$ cat src/rtl/fetch_stage.sv
// Instruction fetch stage with the IF/ID pipeline register: owns the PC, drives the
// I-cache port, applies decode redirects, stalls on misses/hazards and freezes on HLT.
module fetch_stage #(
  parameter logic [15:0] RESET_PC   = 16'h0000,
  parameter logic [15:0] NOP_INSTR  = 16'h0000,
  parameter logic [3:0]  HLT_OPCODE = 4'hF
) (
  input  logic        clk,
  input  logic        rst,
  input  logic        hazard_stall,
  input  logic        branch_en,
  input  logic [15:0] branch_target,
  input  logic        flush,
  input  logic        i_cache_stall,
  input  logic [15:0] imem_instr,
  output logic [15:0] imem_addr,
  output logic        imem_req,
  output logic [15:0] IFID_instr,
  output logic [15:0] IFID_PC_two,
  output logic        IFID_valid,
  output logic [15:0] pc_out,
  output logic        halted
);

  typedef enum logic [1:0] {
    RUN       = 2'd0,
    MISS_WAIT = 2'd1,
    HALTED    = 2'd2
  } state_t;

  state_t      state_reg;
  logic [15:0] pc_reg;
  logic [15:0] ifid_instr_reg;
  logic [15:0] ifid_pc_two_reg;
  logic        ifid_valid_reg;
  logic        halted_reg;
  logic        imem_req_reg;
  logic        pend_valid_reg;
  logic [15:0] pend_target_reg;

  logic [15:0] pc_plus_two;
  logic        is_hlt;

  assign pc_plus_two = pc_reg + 16'd2;
  assign is_hlt      = (imem_instr[15:12] == HLT_OPCODE);

  always_ff @(posedge clk) begin
    if (rst) begin
      state_reg       <= RUN;
      pc_reg          <= RESET_PC;
      ifid_instr_reg  <= NOP_INSTR;
      ifid_pc_two_reg <= 16'h0000;
      ifid_valid_reg  <= 1'b0;
      halted_reg      <= 1'b0;
      imem_req_reg    <= 1'b1;
      pend_valid_reg  <= 1'b0;
      pend_target_reg <= 16'h0000;
    end else if (state_reg == HALTED) begin
      // Frozen until reset; the HLT drains out of IF/ID once decode stops stalling.
      if (!hazard_stall) begin
        ifid_instr_reg <= NOP_INSTR;
        ifid_valid_reg <= 1'b0;
      end
    end else if (branch_en) begin
      ifid_instr_reg <= NOP_INSTR;
      ifid_valid_reg <= 1'b0;
      if (i_cache_stall) begin
        // Cannot abandon the outstanding miss; remember where to go once it resolves.
        pend_valid_reg  <= 1'b1;
        pend_target_reg <= branch_target;
        state_reg       <= MISS_WAIT;
      end else begin
        pc_reg         <= branch_target;
        pend_valid_reg <= 1'b0;
        state_reg      <= RUN;
      end
    end else if (i_cache_stall) begin
      state_reg <= MISS_WAIT;
      if (!hazard_stall) begin
        ifid_instr_reg <= NOP_INSTR;
        ifid_valid_reg <= 1'b0;
      end
    end else if (state_reg == MISS_WAIT && pend_valid_reg) begin
      // Returned word belongs to the squashed path.
      pc_reg         <= pend_target_reg;
      ifid_instr_reg <= NOP_INSTR;
      ifid_valid_reg <= 1'b0;
      pend_valid_reg <= 1'b0;
      state_reg      <= RUN;
    end else if (hazard_stall) begin
      state_reg <= RUN;
    end else if (flush) begin
      pc_reg         <= pc_plus_two;
      ifid_instr_reg <= NOP_INSTR;
      ifid_valid_reg <= 1'b0;
      state_reg      <= RUN;
    end else begin
      ifid_instr_reg  <= imem_instr;
      ifid_pc_two_reg <= pc_plus_two;
      ifid_valid_reg  <= 1'b1;
      if (is_hlt) begin
        state_reg    <= HALTED;
        halted_reg   <= 1'b1;
        imem_req_reg <= 1'b0;
      end else begin
        pc_reg    <= pc_plus_two;
        state_reg <= RUN;
      end
    end
  end

  assign imem_addr   = pc_reg;
  assign imem_req    = imem_req_reg;
  assign IFID_instr  = ifid_instr_reg;
  assign IFID_PC_two = ifid_pc_two_reg;
  assign IFID_valid  = ifid_valid_reg;
  assign pc_out      = pc_reg;
  assign halted      = halted_reg;

endmodule

$ cat config.mk
export PLATFORM = sky130hd
export DESIGN_NAME = fetch_stage
export DESIGN_NICKNAME = d
export VERILOG_FILES = /design/src/rtl/fetch_stage.sv
export SDC_FILE = /design/constraint.sdc
export NUM_CORES = 1
export LEC_CHECK = 0
export CORE_MARGIN = 2
export CORE_UTILIZATION = 48
export CTS_BUF_LIST = sky130_fd_sc_hd__clkbuf_2 sky130_fd_sc_hd__clkbuf_4 sky130_fd_sc_hd__clkbuf_8
export CTS_CLUSTER_SIZE = 10
export DETAILED_ROUTE_END_ITERATION = 7
export PLACE_DENSITY = 0.82
export SETUP_SLACK_MARGIN = 0.3
export SLEW_MARGIN = 20
export SYNTH_ARGS = -nofsm -noshare
export SYNTH_HDL_FRONTEND = slang
export SYNTH_SLANG_ARGS = --single-unit
$ cat constraint.sdc
create_clock -name clk -period 2.42 [get_ports clk]
set_clock_uncertainty 0.2 [all_clocks]
set_input_delay 0.484 -clock clk [delete_from_list [all_inputs] [get_ports clk]]
set_output_delay 0.484 -clock clk [all_outputs]
set_load 0.1 [all_outputs]
==> impl_metrics.yaml <==
finish:
  area_growth_pct: 32.9
  fillerInstances: 608
  layout_commonest_cell: "buf_4"
  layout_common_cells: "buf_4, dfxtp_1, nand2_1"
  fin_nets: 525
  multi_input_area_sq_um: 1640
  num_antenna_cells: 0
  postLayoutCoreUtil: 0.657
  seqCellArea_sq_um: 1440
  drive_gt1_frac: 0.273
grt:
  grt_pass1_wl_um: 13800
  grt_use_met3: 0.0594
  grt_util_met1: 0.289
  grt_overflow_total: 0
  use_met2: 0.376
  grtUsageTotal: 0.231
  grt.busiest_layer: "met2"
  grt_pass1_vias: 2878
  grt_start_max_net_pins: 33
  antenna_found_initial: 0
status:
  status: "complete, no violations"
setup_path:
  crit_fanout: 6
  arrival_ps: 2110
  critical_path_class: "input pin to flop"
  slowest_delay_ps: 440
  reg2reg_depth: 5
  r2r-start: "imem_addr[3]$_SDFFE_PP0P_"
  path_buf_inv: 2
  crit_required_ps: 2450
  slowest_stage: "clkdlybuf4s50_1"
  crit_cells: 7
  critPathLaunch: "branch_en"
  path_delay_family: "compound AO/OA/AOI/OAI gates"
  setup.worst_path.end_class: "flop"
  startpoint_type: "input pin"
  path_cells: "clkdlybuf4s50_1 -> nand2b_4 -> a21oi_2 -> o31a_1 -> nor2_1 -> buf_4 -> a211oi_1"
floorplan:
  core_sq_um: 6790
  start_util: 0.494
  die_x_um: 87.7
  die_y_um: 87.7
  pin_count: 105
  die_area_sq_um: 7680
  num_rows: 30
timing:
  maxSlewViolCount: 0
  fmax_mhz: 482
  slew_headroom: 0.677
  rsz0062_at_grt: "yes"
  timing.final.crit_share: 0.857
  final_hold_viol_count: 0
  tightest_slew_ps: 481
  period_minus_slack_ps: 2070
  holdWs_ps: 256
  final_critical_path_setup_slack_ps: 345
  finalSetupViolations: 0
  setup_tns_ps: 0
synth:
  syn_nets: 432
  async_reset_ff_frac: 0
  synth.distinct_cells: 51
  syn_inst: 393
  synthFlopType: "dfxtp_1"
  syn_area_sq_um: 3360
  ys_ff_latch: 70
  synth_edf_count: 0
  syn_avg_cell_area_sq_um: 8.55
  synth-warning-count: 0
  seq_area_frac_synth: 0.417
place:
  port_buffers: 104
  globalplace.congestion: 0.847
  dp_hpwl_um: 6210
  detailedPlace.worstSlack_ps: -48.7
detailed_routing:
  drc: 0
  firstDrtPassIters: 4
  wl_per_cell_um: 14.8
  ant_nets: 0
  routed_wl_um: 8690
  drtIter0Drc: 178
  via_per_inst: 5.47
  via_count: 3211
power:
  p_leak_nw: 1.77
  ir_drop_mv: 0.313
  powerDensity_nw_per_um2: 669
  power.total_w: 0.00299
min_path:
  worstHoldStart: "pend_target_reg[0]$_SDFFE_PP0P_"
  holdCritPathClass: "flop to flop"
  whs_path_depth: 2
clocking:
  cts_buffers: 9
  clk_latency_ps: 350
  root_buffer: "clkbuf_8"
  cts_tree: "built"
  cts-htree-levels: 3
  clockBufferDepth: 2
  hold_buffers: 0
  clk_pin_slew_ps: 70
  cts.sinks: 70
job:
  cap_viol_max_count: 0
final timing paths:
check	end	slack, ps
min reg2reg	pend_target_reg[0]$_SDFFE_PP0P_	260
min	pend_target_reg[0]$_SDFFE_PP0P_	260
max reg2reg	imem_addr[14]$_SDFFE_PP0P_	460
max	imem_addr[1]$_SDFFE_PP0P_	350
kinds of logic after synthesis:
logic type / after synthesis / share of synthesized area
AND/OR/NAND/NOR: 142 / 0.200
AO/OA/AOI/OAI: 115 / 0.236
flip-flops: 70 / 0.417
buffers and inverters: 50 / 0.103
XOR/XNOR: 12 / 0.0313
multiplexers: 3 / 0.00894
adder cells (fa/ha/maj): 1 / 0.00372
worst register-to-register path, stage by stage, from the launching register on:
cell	delay [ps]
dfxtp_4	400
and3_1	290
nand3_1	160
o211a_1	250
a2111oi_0	390
o32ai_1	140
cell usage after synthesis (3+ instances only):
| master | n | area [sq um] |
|---|---|---|
| nor3_1 | 4 | 20.0 |
| xnor2_1 | 6 | 52.6 |
| nand3_1 | 15 | 75.1 |
| and3_1 | 4 | 25.0 |
| nor2_1 | 32 | 120 |
| dfxtp_1 | 70 | 1400 |
| a2111oi_0 | 5 | 43.8 |
| buf_2 | 7 | 35.0 |
| clkbuf_1 | 12 | 45.0 |
| a211oi_1 | 20 | 150 |
| nand4_1 | 4 | 25.0 |
| o21ai_0 | 7 | 35.0 |
| a22o_1 | 11 | 96.3 |
| mux2i_1 | 3 | 30.0 |
| a31oi_1 | 3 | 18.8 |
| buf_4 | 18 | 135 |
| clkbuf_8 | 6 | 82.6 |
| a311oi_1 | 4 | 35.0 |
| inv_1 | 4 | 15.0 |
| o2bb2ai_1 | 3 | 26.3 |
| o31ai_1 | 5 | 37.5 |
| a211o_1 | 3 | 26.3 |
| a21oi_1 | 42 | 210 |
| xor2_1 | 6 | 52.6 |
| nand2b_1 | 11 | 68.8 |
| nand2_1 | 55 | 206 |
metrics by stage:
| stage | cells | cell area, sq um |
|---|---|---|
| 2_1_floorplan | 393 | 3400 |
| 3_3_place_gp | 570 | 4240 |
| 3_5_place_dp | 570 | 4240 |
| 4_1_cts | 586 | 4430 |
| 5_1_grt | 587 | 4470 |
| 6_report | 587 | 4470 |
timing repair:
item / in CTS / in global routing
buffers inserted: 0 / 1
gates resized for setup: 0 / 8
endpoints found under the setup margin: 0 / 17
where the power goes:
group / leakage, nW / switching (W) / internal (W)
Sequential: 0.579 / 0.0000612 / 0.00120
Combinational: 1.09 / 0.000580 / 0.000224
Clock: 0.0952 / 0.000430 / 0.000490
Total: 1.77 / 0.00107 / 0.00192
per-layer routing:
metal / share of wire / wire (um)
met5: 0 / 0
met4: 0.024 / 205
met3: 0.066 / 577
met2: 0.48 / 4160
met1: 0.43 / 3750
layout make-up:
cell class | count | area share
Tap cell | 96 | 0.0269
Clock inverter | 5 | 0.0112
Clock buffer | 11 | 0.0311
Multi-Input combinational cell | 273 | 0.367
Timing Repair Buffer | 128 | 0.238
Inverter | 4 | 0.00336
Sequential cell | 70 | 0.322
Power figures use the tool's default switching activity.
